--- src/rtl/vga_pixel_probe_if.sv ---
// Pixel-stream probe bundle: VGA stream in, probe request in, probe response out.
// master = stream/request source (game top or bench), slave = the probe itself.
interface vga_pixel_probe_if;
  logic       pix_ce;
  logic       vga_hs;
  logic       vga_vs;
  logic       vga_blank_n;
  logic [7:0] vga_r;
  logic [7:0] vga_g;
  logic [7:0] vga_b;
  logic       req_valid;
  logic [9:0] req_x;
  logic [9:0] req_y;
  logic       req_ready;
  logic       rsp_valid;
  logic       rsp_ready;
  logic [7:0] rsp_r;
  logic [7:0] rsp_g;
  logic [7:0] rsp_b;
  logic       rsp_miss;
  logic       locked;

  modport master (
    output pix_ce, vga_hs, vga_vs, vga_blank_n, vga_r, vga_g, vga_b,
    output req_valid, req_x, req_y, rsp_ready,
    input  req_ready, rsp_valid, rsp_r, rsp_g, rsp_b, rsp_miss, locked
  );

  modport slave (
    input  pix_ce, vga_hs, vga_vs, vga_blank_n, vga_r, vga_g, vga_b,
    input  req_valid, req_x, req_y, rsp_ready,
    output req_ready, rsp_valid, rsp_r, rsp_g, rsp_b, rsp_miss, locked
  );
endinterface

--- src/rtl/vga_pixel_probe.sv ---
// VGA pixel probe: recovers visible x/y from sync/blank, checks frame geometry
// and captures the colour of one requested pixel from the next full frame.
//
// state | meaning
// IDLE  | ready for a request
// ARMED | request latched, waiting for the start of a full frame (vs fall)
// SEEK  | scanning the frame for the requested coordinate
// RESP  | result presented, held until the consumer accepts it
module vga_pixel_probe #(
  parameter int unsigned H_ACTIVE = 640,
  parameter int unsigned V_ACTIVE = 480
) (
  input  logic             i_clk,
  input  logic             i_rst_n,
  vga_pixel_probe_if.slave io_probe
);
  localparam logic [1:0]  ST_IDLE  = 2'd0;
  localparam logic [1:0]  ST_ARMED = 2'd1;
  localparam logic [1:0]  ST_SEEK  = 2'd2;
  localparam logic [1:0]  ST_RESP  = 2'd3;
  localparam logic [9:0]  CNT_MAX  = 10'd1023;
  localparam logic [9:0]  LP_H     = 10'(H_ACTIVE);
  localparam logic [10:0] LP_V     = 11'(V_ACTIVE);

  logic       r_prev_hs, r_prev_vs, r_line_act;
  logic [9:0] r_x_cnt, r_y_cnt, r_last_w;
  logic       r_prev_good, r_locked;
  logic [1:0] r_state;
  logic [9:0] r_req_x, r_req_y;
  logic [7:0] r_rsp_r, r_rsp_g, r_rsp_b;
  logic       r_rsp_miss;

  logic        w_vs_fall, w_hs_fall, w_pix_vis, w_hit, w_good;
  logic [10:0] w_height;

  // vs edge outranks hs edge; a pixel only counts when neither edge is present
  assign w_vs_fall = io_probe.pix_ce & r_prev_vs & ~io_probe.vga_vs;
  assign w_hs_fall = io_probe.pix_ce & r_prev_hs & ~io_probe.vga_hs & ~w_vs_fall;
  assign w_pix_vis = io_probe.pix_ce & io_probe.vga_blank_n & ~w_vs_fall & ~w_hs_fall;
  assign w_hit     = w_pix_vis && (r_x_cnt == r_req_x) && (r_y_cnt == r_req_y);
  // a line still open at the vs edge counts towards the frame height
  assign w_height  = {1'b0, r_y_cnt} + {10'd0, r_line_act};
  assign w_good    = (r_last_w == LP_H) && (w_height == LP_V);

  // stream position tracking from sync edges and blank
  always_ff @(posedge i_clk or negedge i_rst_n) begin
    if (!i_rst_n) begin
      r_prev_hs  <= 1'b1;
      r_prev_vs  <= 1'b1;
      r_line_act <= 1'b0;
      r_x_cnt    <= '0;
      r_y_cnt    <= '0;
      r_last_w   <= '0;
    end else if (io_probe.pix_ce) begin
      r_prev_hs <= io_probe.vga_hs;
      r_prev_vs <= io_probe.vga_vs;
      if (w_vs_fall) begin
        r_x_cnt    <= '0;
        r_y_cnt    <= '0;
        r_line_act <= 1'b0;
      end else if (w_hs_fall) begin
        r_x_cnt    <= '0;
        r_line_act <= 1'b0;
        if (r_line_act) begin
          r_last_w <= r_x_cnt;
          if (r_y_cnt != CNT_MAX) r_y_cnt <= r_y_cnt + 10'd1;
        end
      end else if (io_probe.vga_blank_n) begin
        r_line_act <= 1'b1;
        if (r_x_cnt != CNT_MAX) r_x_cnt <= r_x_cnt + 10'd1;
      end
    end
  end

  // geometry lock: two consecutive good frames set it, one bad frame clears it
  always_ff @(posedge i_clk or negedge i_rst_n) begin
    if (!i_rst_n) begin
      r_prev_good <= 1'b0;
      r_locked    <= 1'b0;
    end else if (w_vs_fall) begin
      r_prev_good <= w_good;
      r_locked    <= w_good & r_prev_good;
    end
  end

  // probe request/response sequencing
  always_ff @(posedge i_clk or negedge i_rst_n) begin
    if (!i_rst_n) begin
      r_state    <= ST_IDLE;
      r_req_x    <= '0;
      r_req_y    <= '0;
      r_rsp_r    <= '0;
      r_rsp_g    <= '0;
      r_rsp_b    <= '0;
      r_rsp_miss <= 1'b0;
    end else begin
      case (r_state)
        ST_IDLE: begin
          if (io_probe.req_valid) begin
            r_req_x <= io_probe.req_x;
            r_req_y <= io_probe.req_y;
            r_state <= ST_ARMED;
          end
        end
        ST_ARMED: begin
          if (w_vs_fall) r_state <= ST_SEEK;
        end
        ST_SEEK: begin
          if (w_vs_fall) begin
            r_rsp_r    <= '0;
            r_rsp_g    <= '0;
            r_rsp_b    <= '0;
            r_rsp_miss <= 1'b1;
            r_state    <= ST_RESP;
          end else if (w_hit) begin
            r_rsp_r    <= io_probe.vga_r;
            r_rsp_g    <= io_probe.vga_g;
            r_rsp_b    <= io_probe.vga_b;
            r_rsp_miss <= 1'b0;
            r_state    <= ST_RESP;
          end
        end
        ST_RESP: begin
          if (io_probe.rsp_ready) r_state <= ST_IDLE;
        end
        default: r_state <= ST_IDLE;
      endcase
    end
  end

  assign io_probe.req_ready = (r_state == ST_IDLE);
  assign io_probe.rsp_valid = (r_state == ST_RESP);
  assign io_probe.rsp_r     = r_rsp_r;
  assign io_probe.rsp_g     = r_rsp_g;
  assign io_probe.rsp_b     = r_rsp_b;
  assign io_probe.rsp_miss  = r_rsp_miss;
  assign io_probe.locked    = r_locked;
endmodule

--- src/flat_wrapper.sv ---
// flat-port wrapper written by rule: the top's interface ports become plain ports
module vga_pixel_probe_flat 
#(
  parameter int unsigned H_ACTIVE = 640,
  parameter int unsigned V_ACTIVE = 480
)
  (i_clk, i_rst_n, io_probe_pix_ce, io_probe_vga_hs, io_probe_vga_vs, io_probe_vga_blank_n, io_probe_vga_r, io_probe_vga_g, io_probe_vga_b, io_probe_req_valid, io_probe_req_x, io_probe_req_y, io_probe_rsp_ready, io_probe_req_ready, io_probe_rsp_valid, io_probe_rsp_r, io_probe_rsp_g, io_probe_rsp_b, io_probe_rsp_miss, io_probe_locked);
  vga_pixel_probe_if io_probe_i ();
  input  logic i_clk;
  input  logic i_rst_n;
  input wire logic [$bits(io_probe_i.pix_ce)-1:0] io_probe_pix_ce;
  input wire logic [$bits(io_probe_i.vga_hs)-1:0] io_probe_vga_hs;
  input wire logic [$bits(io_probe_i.vga_vs)-1:0] io_probe_vga_vs;
  input wire logic [$bits(io_probe_i.vga_blank_n)-1:0] io_probe_vga_blank_n;
  input wire logic [$bits(io_probe_i.vga_r)-1:0] io_probe_vga_r;
  input wire logic [$bits(io_probe_i.vga_g)-1:0] io_probe_vga_g;
  input wire logic [$bits(io_probe_i.vga_b)-1:0] io_probe_vga_b;
  input wire logic [$bits(io_probe_i.req_valid)-1:0] io_probe_req_valid;
  input wire logic [$bits(io_probe_i.req_x)-1:0] io_probe_req_x;
  input wire logic [$bits(io_probe_i.req_y)-1:0] io_probe_req_y;
  input wire logic [$bits(io_probe_i.rsp_ready)-1:0] io_probe_rsp_ready;
  output wire logic [$bits(io_probe_i.req_ready)-1:0] io_probe_req_ready;
  output wire logic [$bits(io_probe_i.rsp_valid)-1:0] io_probe_rsp_valid;
  output wire logic [$bits(io_probe_i.rsp_r)-1:0] io_probe_rsp_r;
  output wire logic [$bits(io_probe_i.rsp_g)-1:0] io_probe_rsp_g;
  output wire logic [$bits(io_probe_i.rsp_b)-1:0] io_probe_rsp_b;
  output wire logic [$bits(io_probe_i.rsp_miss)-1:0] io_probe_rsp_miss;
  output wire logic [$bits(io_probe_i.locked)-1:0] io_probe_locked;
  assign io_probe_i.pix_ce = io_probe_pix_ce;
  assign io_probe_i.vga_hs = io_probe_vga_hs;
  assign io_probe_i.vga_vs = io_probe_vga_vs;
  assign io_probe_i.vga_blank_n = io_probe_vga_blank_n;
  assign io_probe_i.vga_r = io_probe_vga_r;
  assign io_probe_i.vga_g = io_probe_vga_g;
  assign io_probe_i.vga_b = io_probe_vga_b;
  assign io_probe_i.req_valid = io_probe_req_valid;
  assign io_probe_i.req_x = io_probe_req_x;
  assign io_probe_i.req_y = io_probe_req_y;
  assign io_probe_i.rsp_ready = io_probe_rsp_ready;
  assign io_probe_req_ready = io_probe_i.req_ready;
  assign io_probe_rsp_valid = io_probe_i.rsp_valid;
  assign io_probe_rsp_r = io_probe_i.rsp_r;
  assign io_probe_rsp_g = io_probe_i.rsp_g;
  assign io_probe_rsp_b = io_probe_i.rsp_b;
  assign io_probe_rsp_miss = io_probe_i.rsp_miss;
  assign io_probe_locked = io_probe_i.locked;
  vga_pixel_probe #(.H_ACTIVE(H_ACTIVE), .V_ACTIVE(V_ACTIVE)) u_core (.i_clk(i_clk), .i_rst_n(i_rst_n), .io_probe(io_probe_i));
endmodule
--- config.mk ---
export PLATFORM = sky130hd
export DESIGN_NAME = vga_pixel_probe_flat
export DESIGN_NICKNAME = d
export VERILOG_FILES = /design/src/rtl/vga_pixel_probe_if.sv /design/src/rtl/vga_pixel_probe.sv /design/src/flat_wrapper.sv
export SDC_FILE = /design/constraint.sdc
export NUM_CORES = 1
export LEC_CHECK = 0
export ABC_CLOCK_PERIOD_IN_PS = 5740
export CORE_MARGIN = 2
export CORE_UTILIZATION = 37
export DETAILED_ROUTE_END_ITERATION = 16
export PLACE_DENSITY = 0.64
export SETUP_SLACK_MARGIN = 0.5
export SLEW_MARGIN = 40
export SYNTH_ARGS = -nofsm -noshare
export SYNTH_HDL_FRONTEND = slang
export SYNTH_SLANG_ARGS = --single-unit
--- constraint.sdc ---
create_clock -name i_clk -period 5.74 [get_ports i_clk]
set_input_delay 0.861 -clock i_clk [delete_from_list [all_inputs] [get_ports i_clk]]
set_output_delay 0.861 -clock i_clk [all_outputs]
set_load 0.005 [all_outputs]
==> out/qor.csv, run 1 <==
stage;metric;value;unit
critical_path;crit_fanout;25;
logic_synthesis;synth_compound_area_share;12.7;%
sta;min_period_over_period;53.6;%
critical_path;crit-reg2reg-launch;u_core.r_y_cnt[8]$_DFFE_PN0P_;
critical_path;startpoint_type;input pin;
final_layout;finalNetCount;510;
logic_synthesis;synth_edf_count;0;
clocking;htreeDepth;3;
detailed_routing;drc_errors;0;
final_layout;syn_to_final_growth;25.0;%
logic_synthesis;synth_area_leaders;dfrtp_1 48%, mux2_2 8.1%, o311ai_0 5.5%;
worst_hold_path;hold_path_end;u_core.io_probe.locked$_DFFE_PN0P_;
final_layout;multi_input_area;0.00186;mm^2
worst_hold_path;min_from;u_core.io_probe.locked$_DFFE_PN0P_;
sta;rsz0062_at_grt;false;
logic_synthesis;synth_mux_area_share;8.84;%
logic_synthesis;netlist_area;0.00416;mm^2
sta;max_freq;325;MHz
global_route;grt_util_all_layers;17.1;%
power;ir_drop;0.000136;V
logic_synthesis;synth_fa_ha_area_share;2.41;%
sta;final-max-slew-violation-count;0;
clocking;path_clk_slew;90;ps
die;die_h;110;um
placement;dpl_cell_area;0.00499;mm^2
global_route;grt_max_degree;83;
power;p_leak;2.24;nW
global_route;antenna_found_initial;0;
placement;port_buffers;79;
sta;skew;10.6;ps
detailed_routing;post_drt_wl_per_cell;16.5;um
logic_synthesis;synth-simple-area-share;12.3;%
logic_synthesis;avgSynthCellArea;10.8;um^2
detailed_routing;first_iter_violations;136;
logic_synthesis;synth_nets;445;
final_layout;final_layout_size_suffix_gt1_share;13.0;%
sta;setup_viol;0;
clocking;worstSkewPairLatency;370;ps
die;num_rows;38;
global_route;grt_pass1_wl;15.9;mm
critical_path;reg2reg_depth;5;
logic_synthesis;ys_seq_area_share;49.4;%
logic_synthesis;ys_types;53;
die;initial_core_util;38.2;%
clocking;cts_buffer_depth;2;
detailed_routing;drtAntennaViolNets;0;
clocking;cts-resized-gates;0;
final_layout;regArea;0.00205;mm^2
logic_synthesis;synthFlopType;dfrtp_1;
critical_path;reg2reg_slack;2870;ps
logic_synthesis;yosys_warnings;0;
die;ios;80;
final_layout;antennaDiodeCount;0;
logic_synthesis;synth_cells;385;
clocking;cts_tree;yes;
detailed_routing;drt-pass1-iter-count;4;
final_layout;finalInstanceArea;0.00520;mm^2
critical_path;path_class;input pin to register;
sta;timing.setup.tns;0;ps
die;design.core.area;0.0109;mm^2
critical_path;arrival;3340;ps
worst_hold_path;min_path_cells;2;
critical_path;r2r-end;u_core.io_probe.rsp_miss$_DFFE_PN0P_;
job;cap_violations;0;
detailed_routing;viasPerCell;5.37;
clocking;cts_buffers;9;
placement;post-dp-hpwl;6.86;mm
logic_synthesis;synth_top_area_cell;dfrtp_1;
logic_synthesis;yosysMostFrequentCell;dfrtp_1;
power;powerDensity;330;mW/mm^2
logic_synthesis;synth_top_family_by_area;compound AO/OA/AOI/OAI gates;
die;fp.dieW;110;um
clocking;root_buffer;clkbuf_8;
sta;max_slew_margin;46.8;%
logic_synthesis;ys_async_sr_fraction;100;%
detailed_routing;via_count;3198;
power;p_total;1.72;mW
logic_synthesis;synthXorXnorAreaFrac;8.45;%
logic_synthesis;ys_top_cells_by_count;80 x dfrtp_1, 30 x inv_1, 30 x mux2_2;
detailed_routing;finalWirelength;9.80;mm
sta;final_hold_viol_count;0;
critical_path;crit_path_end_kind;register;
final_layout;fillerInstances;1021;
clocking;post_cts_buffers;0;
global_route;grt-ovfl-total;0;
logic_synthesis;ys_ff_latch;82;
worst_hold_path;hold_path.class;register to register;
outcome;status;completed;
global_route;grt_pass1_vias;3162;
die;dieArea;0.0121;mm^2
logic_synthesis;synth_top_area_share;48.1;%
sta;worst_pin_slew;795;ps
clocking;postCtsHoldBufs;0;
placement;gp_congestion;0.861;
critical_path;crit_required;6000;ps
sta;period_needed;3070;ps
clocking;cts_sinks;82;
-- registers in the layout (all words and copies together), names as in the netlist --
name and flops:
u_core.io_probe.locked 1, u_core.io_probe.rsp_b 8, u_core.io_probe.rsp_g 8, u_core.io_probe.rsp_miss 1, u_core.io_probe.rsp_r 8, u_core.r_last_w 10
u_core.r_line_act 1, u_core.r_prev_good 1, u_core.r_prev_hs 1, u_core.r_prev_vs 1, u_core.r_req_x 10, u_core.r_req_y 10
u_core.r_state 2, u_core.r_x_cnt 10, u_core.r_y_cnt 10
-- logic make-up (layout without fill, tap and decap cells) --
| logic type | Yosys count | in the layout |
|---|---|---|
| AOI/OAI and AO/OA | 76 | 76 |
| xor gates and xnor gates | 35 | 35 |
| adders and majority gates | 8 | 8 |
| buffers and inverters | 55 | 125 |
| DFF | 82 | 82 |
| muxes | 33 | 33 |
| and+or+nand+nor | 96 | 96 |
-- layer usage --
layer	GRT usage, %	up-vias	wire (um)
li1	-	1512	-
met1	23.6	1573	4350
met4	7.05	0	185
met3	3.06	14	667
met5	0	-	0
met2	26.6	99	4600
-- worst max path at each step --
stage                     slack (ps)                                    to  depth (start not counted)       startpoint
after detailed placement        2260  u_core.io_probe.rsp_miss$_DFFE_PN0P_                          5  io_probe_vga_vs
final                           2670  u_core.io_probe.rsp_miss$_DFFE_PN0P_                          5  io_probe_vga_vs
after CTS                       2640  u_core.io_probe.rsp_miss$_DFFE_PN0P_                          5  io_probe_vga_vs
after global routing            2560  u_core.io_probe.rsp_miss$_DFFE_PN0P_                          5  io_probe_vga_vs
after floorplan                 3350  u_core.io_probe.rsp_b[0]$_DFFE_PN0P_                          6  io_probe_vga_vs
after global placement          2310  u_core.io_probe.rsp_miss$_DFFE_PN0P_                          5  io_probe_vga_vs
-- placed cells by master (no fill, tap or decap), drive strengths merged, types with 5 or more instances in the layout --
cell type / count
nor2: 24
dfrtp: 80
clkdlybuf4s50: 78
nand3: 8
ha: 8
a21oi: 5
xor2: 16
o311ai: 26
nand4: 11
inv: 31
o21ai: 30
xnor2: 19
clkbuf: 11
mux2: 30
nand2: 19
nor3: 6
-- metrics by stage --
stage	hold WS [ps]	std cells	utilization, %	setup WS (ps)
6_report	491	595	47.8	2670
3_5_place_dp	485	579	45.9	2260
4_1_cts	509	595	47.7	2640
5_1_grt	538	595	47.8	2560
2_1_floorplan	463	385	-	3350
3_3_place_gp	483	579	45.8	2310
-- cell type report --
type / instances / area share [%]
Clock buffer: 10 / 2.65
Clock inverter: 6 / 1.25
Inverter: 30 / 2.17
Multi-Input combinational cell: 248 / 35.8
Sequential cell: 82 / 39.5
Tap cell: 140 / 3.37
Timing Repair Buffer: 79 / 15.3
-- power breakdown --
group / switching [mW] / leakage (nW) / internal [mW] / total [mW]
clock: 0.220 / 0.103 / 0.214 / 0.434
sequential: 0.108 / 1.08 / 0.690 / 0.798
combinational: 0.219 / 1.06 / 0.267 / 0.486
-- critical path, cell delays in order --
cell	delay, ps
clkdlybuf4s50_1	540
o22ai_1	150
or4_1	530
or4_2	970
a22o_1	280
Note: power is estimated with default switching activity, not from simulation.
==> run 2: changes to the inputs <==
--- a/config.mk
+++ b/config.mk
@@ -5,7 +5,7 @@
 export SDC_FILE = /design/constraint.sdc
 export NUM_CORES = 1
 export LEC_CHECK = 0
-export ABC_CLOCK_PERIOD_IN_PS = 5740
+export ABC_CLOCK_PERIOD_IN_PS = 3050
 export CORE_MARGIN = 2
 export CORE_UTILIZATION = 37
 export DETAILED_ROUTE_END_ITERATION = 16
==> constraint.sdc (replaced) <==
create_clock -name i_clk -period 3.05 [get_ports i_clk]
set_input_delay 0.4575 -clock i_clk [delete_from_list [all_inputs] [get_ports i_clk]]
set_output_delay 0.4575 -clock i_clk [all_outputs]
set_load 0.005 [all_outputs]
==> run 2 against run 1 <==
Effect of this change:
- sequential power rose by 89%
- cell area increased by 0.22%
- setup slack lost 2000 ps
- utilization is 0.10 points higher
- clock-buffer cell count rose by 1
- clock power increased by 58%
==> out/qor.csv, run 2 (synthesis results as in run 1) <==
stage;metric;value;unit;change
outcome;status;completed;;
worst_hold_path;hold_path.class;input pin to asynchronous set/reset pin;;
detailed_routing;finalWirelength;9.62;mm;-1.8%
sta;max_freq;413;MHz;
sta;timing.setup.tns;0;ps;unchanged
detailed_routing;first_iter_violations;158;;+16%
placement;pre_cts_ws;157;ps;-2100 ps
detailed_routing;via_count;3188;;-0.31%
power;p_leak;2.25;nW;+0.41%
sta;worst_slack;628;ps;-2040 ps
clocking;cts_sinks;82;;unchanged
sta;period_needed;2420;ps;
sta;max_slew_margin;50.6;%;+3.8 points
final_layout;final_layout_size_suffix_gt1_share;13.4;%;+0.48 points
placement;dpl_cell_area;0.00504;mm^2;+0.85%
placement;port_buffers;79;;unchanged
sta;final_hold_viol_count;0;;unchanged
job;cap_violations;0;;unchanged
global_route;grt-ovfl-total;0;;unchanged
clocking;root_buffer;clkbuf_8;;
critical_path;crit_required;3280;ps;-2720 ps
die;design.core.area;0.0109;mm^2;unchanged
detailed_routing;post_drt_wl_per_cell;16.0;um;-2.8%
clocking;cts_buffer_depth;2;;unchanged
global_route;grt_util_all_layers;17.1;%;-0.039 points
detailed_routing;drt-pass1-iter-count;4;;unchanged
global_route;grt_pass1_vias;3147;;-0.47%
global_route;grt_max_degree;83;;unchanged
final_layout;syn_to_final_growth;25.3;%;
final_layout;final_cell_mix;80 x dfrtp_1, 78 x clkdlybuf4s50_1, 30 x inv_1, 30 x mux2_2, 24 x nor2_1;;
critical_path;crit_fanout;22;;-12%
power;power_frac_comb;29.8;%;+1.5 points
sta;rsz0062_at_grt;true;;
clocking;path_clk_slew;80;ps;about the same
placement;gp_congestion;0.904;;+5.0%
clocking;cts_tree;yes;;
power;powerDensity;600;mW/mm^2;+82%
final_layout;antennaDiodeCount;0;;unchanged
sta;setup_viol;0;;unchanged
critical_path;startpoint_type;register;;
power;power.internal;2.11;mW;+80%
placement;post-dp-hpwl;6.92;mm;+0.98%
die;ios;80;;unchanged
power;p_sw;1.02;mW;+86%
power;ir_drop;0.000256;V;+88%
power;swShare;32.5;%;+0.66 points
clocking;htreeDepth;3;;unchanged
global_route;antenna_found_initial;0;;unchanged
clocking;worstSkewPairLatency;360;ps;about the same
sta;final-max-slew-violation-count;0;;unchanged
sta;skew;7.94;ps;-2.62 ps
detailed_routing;viasPerCell;5.30;;-1.3%
power;seqPwrFrac;48.3;%;+1.8 points
final_layout;finalNetCount;516;;+1.2%
detailed_routing;drc_errors;0;;unchanged
die;initial_core_util;38.2;%;unchanged
critical_path;path_class;register to register;;
die;num_rows;38;;unchanged
critical_path;crit_path_end_kind;register;;
die;dieArea;0.0121;mm^2;unchanged
clocking;post_cts_buffers;0;;unchanged
final_layout;finalInstanceArea;0.00521;mm^2;+0.22%
die;die_h;110;um;unchanged
die;fp.dieW;110;um;unchanged
clocking;cts_buffers;9;;unchanged
power;clockPowerShare;21.9;%;-3.3 points
detailed_routing;drtAntennaViolNets;0;;unchanged
critical_path;arrival;2650;ps;-690 ps
sta;worst_pin_slew;729;ps;-65.8 ps
global_route;grt_pass1_wl;15.8;mm;-0.78%
sta;min_period_over_period;79.4;%;
final_layout;final_common_cell;dfrtp_1;;
==> run 2: cell types whose count changed in the layout (fill, tap and decap cells not counted), moves of 2 or more <==
cell / delta
buf_4: +6
clkbuf_1: +2
o311ai_0: -2
o311ai_1: +2
==> run 2: layout make-up <==
cell class,count,area (um^2)
Sequential cell,82,2050
Inverter,30,113
Clock inverter,5,31.3
Tap cell,140,175
Fill cell,1045,5680
Multi-Input combinational cell,248,1870
Clock buffer,11,131
Timing Repair Buffer,85,840
==> run 2: power groups by stage <==
stage               sequential (mW)  clock (mW)  combinational, mW
detailed placement             1.53           0              0.933
finish                         1.51       0.684              0.931
CTS                            1.51       0.702              0.936
floorplan                      1.46           0              0.649
global route                   1.54       0.777               1.04
global placement               1.52           0              0.906
==> run 2: stage by stage <==
step                      util [%]  cells  hold WS (ps)  total power, mW
after floorplan                  -    385           162             2.11
after global placement        46.2    585           455             2.43
after detailed placement      46.3    585           472             2.47
after CTS                     47.7    601           169             3.15
after global routing          47.9    601           166             3.37
final                         47.9    601           111             3.13
==> run 2: per-layer routing <==
layer / share of wire (%) / track usage, %
met2: 47 / 27.3
met1: 44 / 22.6
met3: 7.2 / 4.82
met5: 0 / 0
met4: 1.4 / 4.88
==> run 2: path summary, 6_finish.rpt <==
| path | start | to | slack [ps] | cells after the start |
|---|---|---|---|---|
| max in group asynchronous | i_rst_n | u_core.r_req_y[1]$_DFFE_PN0P_ | 2450 | 1 |
| worst max-delay path | u_core.r_y_cnt[1]$_DFFE_PN0P_ | u_core.io_probe.rsp_r[6]$_DFFE_PN0P_ | 630 | 6 |
| worst min-delay path | i_rst_n | u_core.r_y_cnt[2]$_DFFE_PN0P_ | 110 | 1 |
| worst min register to register | u_core.io_probe.locked$_DFFE_PN0P_ | u_core.io_probe.locked$_DFFE_PN0P_ | 490 | 2 |
| worst max register to register | u_core.r_y_cnt[1]$_DFFE_PN0P_ | u_core.io_probe.rsp_r[6]$_DFFE_PN0P_ | 630 | 6 |
| min in group i_clk | u_core.io_probe.locked$_DFFE_PN0P_ | u_core.io_probe.locked$_DFFE_PN0P_ | 490 | 2 |
==> run 2: what timing repair did <==
| item | in CTS | in global routing |
|---|---|---|
| setup endpoints to repair | 0 | 19 |
| hold buffers | 0 | 0 |
| resized for setup | 0 | 4 |
==> run 2: worst max-delay path: stages (launching register included) <==
cell and delay [ps]:
dfrtp_1 500, xor2_1 230, nand2b_1 160, or4b_1 650, buf_4 270, o311ai_0 370, o21ai_1 120
==> run 3: changes to the inputs <==
--- a/config.mk
+++ b/config.mk
@@ -5,7 +5,7 @@
 export SDC_FILE = /design/constraint.sdc
 export NUM_CORES = 1
 export LEC_CHECK = 0
-export ABC_CLOCK_PERIOD_IN_PS = 3050
+export ABC_CLOCK_PERIOD_IN_PS = 2250
 export CORE_MARGIN = 2
 export CORE_UTILIZATION = 37
 export DETAILED_ROUTE_END_ITERATION = 16
==> constraint.sdc (replaced) <==
create_clock -name i_clk -period 2.25 [get_ports i_clk]
set_input_delay 0.3375 -clock i_clk [delete_from_list [all_inputs] [get_ports i_clk]]
set_output_delay 0.3375 -clock i_clk [all_outputs]
set_load 0.005 [all_outputs]
==> run 3 against run 2 <==
Effect of this change:
- sequential share of layout area is 4.6 points lower
- cell count rose by 7.5%
- maximum frequency rose by 14%
- non-clock buffer count increased by 45
- clock skew is 5.4 ps higher
- cell area up 14%
- critical path depth did not move
- via count is 4.7% higher
- critical endpoint is now u_core.io_probe.rsp_b[6]$_DFFE_PN0P_
==> out/qor.csv, run 3 (synthesis results as in run 1) <==
stage;metric;value;unit;change
critical_path;crit_fanout;24;;+9.1%
power;p_leak;2.56;nW;+13%
power;power.internal;3.32;mW;+58%
clocking;worstSkewPairLatency;350;ps;about the same
clocking;cts_sinks;82;;unchanged
detailed_routing;first_iter_violations;166;;+5.1%
placement;post-dp-hpwl;7.25;mm;+4.7%
critical_path;timing.critical_path.mode_cell;or4_4;;
clocking;root_buffer;clkbuf_8;;
sta;max_slew_margin;65.3;%;+15 points
placement;gp_congestion;0.841;;-7.0%
critical_path;critPathMaxStageDelay;520;ps;-130 ps
power;p_sw;1.54;mW;+52%
final_layout;antennaDiodeCount;0;;unchanged
job;cap_violations;0;;unchanged
power;swShare;31.7;%;-0.83 points
sta;max_freq;470;MHz;+14%
die;fp.dieW;110;um;unchanged
clocking;cts_buffers;9;;unchanged
global_route;antenna_found_initial;0;;unchanged
die;num_rows;38;;unchanged
final_layout;final_layout_size_suffix_gt1_share;28.3;%;+15 points
sta;final_hold_viol_count;0;;unchanged
critical_path;crit_required;2520;ps;-760 ps
global_route;grt_util_all_layers;17.7;%;+0.61 points
sta;min_period_over_period;94.5;%;+15 points
final_layout;syn_to_final_growth;42.3;%;
clocking;cts_buffer_depth;2;;unchanged
detailed_routing;drc_errors;0;;unchanged
sta;period_needed;2130;ps;-296 ps
critical_path;crit_slowest_cell;or4_4;;
clocking;cts_tree;yes;;
final_layout;finalNetCount;561;;+8.7%
final_layout;final_cell_mix;76 x clkdlybuf4s50_1, 76 x dfrtp_1, 42 x buf_4, 30 x mux2_2, 28 x inv_1;;
placement;dpl_cell_area;0.00535;mm^2;+6.3%
global_route;grt-ovfl-total;0;;unchanged
sta;rsz0062_at_grt;true;;
critical_path;crit_path_end_kind;register;;
global_route;grt_pass1_vias;3278;;+4.2%
sta;setup_viol;0;;unchanged
global_route;grt_max_degree;40;;-52%
detailed_routing;drt-pass1-iter-count;4;;unchanged
sta;worst_pin_slew;520;ps;-210 ps
global_route;grt_pass1_wl;16.5;mm;+4.4%
final_layout;finalInstanceArea;0.00592;mm^2;+14%
die;dieArea;0.0121;mm^2;unchanged
power;power_frac_comb;34.0;%;+4.2 points
detailed_routing;post_drt_wl_per_cell;16.1;um;+0.32%
worst_hold_path;hold_path.class;register to register;;
critical_path;path_class;register to register;;
critical_path;crit_family;simple AND/OR/NAND/NOR gates;;
power;ir_drop;0.000593;V;+130%
die;design.core.area;0.0109;mm^2;unchanged
critical_path;startpoint_type;register;;
critical_path;critical_path_buf_inv_count;1;;unchanged
critical_path;arrival;2400;ps;-250 ps
detailed_routing;via_count;3339;;+4.7%
detailed_routing;finalWirelength;10.4;mm;+7.8%
power;clockPowerShare;24.2;%;+2.3 points
clocking;htreeDepth;3;;unchanged
sta;skew;13.3;ps;+5.41 ps
die;ios;80;;unchanged
detailed_routing;drtAntennaViolNets;0;;unchanged
critical_path;crit_chain;xnor2_4 > nand4_1 > or4_4 > or4_4 > buf_12 > o21ai_1;;
power;powerDensity;822;mW/mm^2;+37%
die;initial_core_util;38.2;%;unchanged
sta;fin_hold_ws;488;ps;+377 ps
placement;port_buffers;79;;unchanged
power;seqPwrFrac;41.8;%;-6.5 points
die;die_h;110;um;unchanged
clocking;path_clk_slew;80;ps;about the same
detailed_routing;viasPerCell;5.17;;-2.6%
sta;final-max-slew-violation-count;0;;unchanged
outcome;status;completed;;
## run 3: changes by cell type in the layout (fill, tap and decap cells not counted), sizes merged
| cell | change |
|---|---|
| dlygate4sd2 | +2 |
| clkdlybuf4s50 | -2 |
| bufinv | +2 |
| clkinvlp | +1 |
| clkbuf | -3 |
| clkinv | -1 |
| buf | +45 |
| dlygate4sd3 | +1 |
## run 3: worst min-delay path, cell delays in order (launching register included)
cell and delay, ps:
dfrtp_1 360, nand2_1 50, nand2_1 50
## run 3: final timing paths
kind | from | to | cells past startpoint | slack, ps
max | u_core.r_req_x[3]$_DFFE_PN0P_ | u_core.io_probe.rsp_b[6]$_DFFE_PN0P_ | 6 | 120
max reg2reg | u_core.r_req_x[3]$_DFFE_PN0P_ | u_core.io_probe.rsp_b[6]$_DFFE_PN0P_ | 6 | 120
min in group asynchronous | i_rst_n | u_core.io_probe.rsp_r[6]$_DFFE_PN0P_ | 2 | 500
max in group asynchronous | i_rst_n | u_core.r_req_x[3]$_DFFE_PN0P_ | 3 | 1120
min reg2reg | u_core.io_probe.locked$_DFFE_PN0P_ | u_core.io_probe.locked$_DFFE_PN0P_ | 2 | 490
min | u_core.io_probe.locked$_DFFE_PN0P_ | u_core.io_probe.locked$_DFFE_PN0P_ | 2 | 490
## run 3: metal layers
metal,GRT usage [%],vias to the layer above,routed length [um]
met1,25.3,1611,4840
li1,-,1617,-
met2,27.2,102,4710
met3,4.17,9,678
met4,4.07,0,146
met5,0,-,0
## run 3: power by group through the flow
stage,sequential (mW),clock [mW],combinational [mW]
6_report,2.03,1.18,1.65
5_1_grt,2.07,1.30,1.81
4_1_cts,2.04,1.21,1.54
3_5_place_dp,2.06,0,1.41
3_3_place_gp,2.04,0,1.38
2_1_floorplan,1.99,0,0.920
## run 3: layout make-up
cell class	count	area, um^2
sequential	82	2060
clock inverter	7	93.8
fill	997	4970
tap	140	175
multi-input combinational	248	2100
inverter	30	113
clock buffer	9	124
timing repair buffer	130	1260
## run 3: what timing repair did
action / 4_1_cts / 5_1_grt
endpoints found under the setup margin: 41 / 43
hold buffers: 1 / 0
resized for setup: 22 / 33
cloned: 1 / 0
hold endpoints to repair: 34 / 0
buffers inserted: 7 / 3
pin swaps: 7 / 15
## run 3: per-stage QoR
stage	TNS [ps]	total power, mW	std cells	util [%]	setup slack (ps)
6_report	0	4.87	646	54.4	125
5_1_grt	0	5.18	646	54.4	56.5
4_1_cts	0	4.79	643	52.7	147
3_5_place_dp	-5130	3.47	618	49.2	-235
3_3_place_gp	-4420	3.42	618	49.2	-195
2_1_floorplan	0	2.91	385	-	205
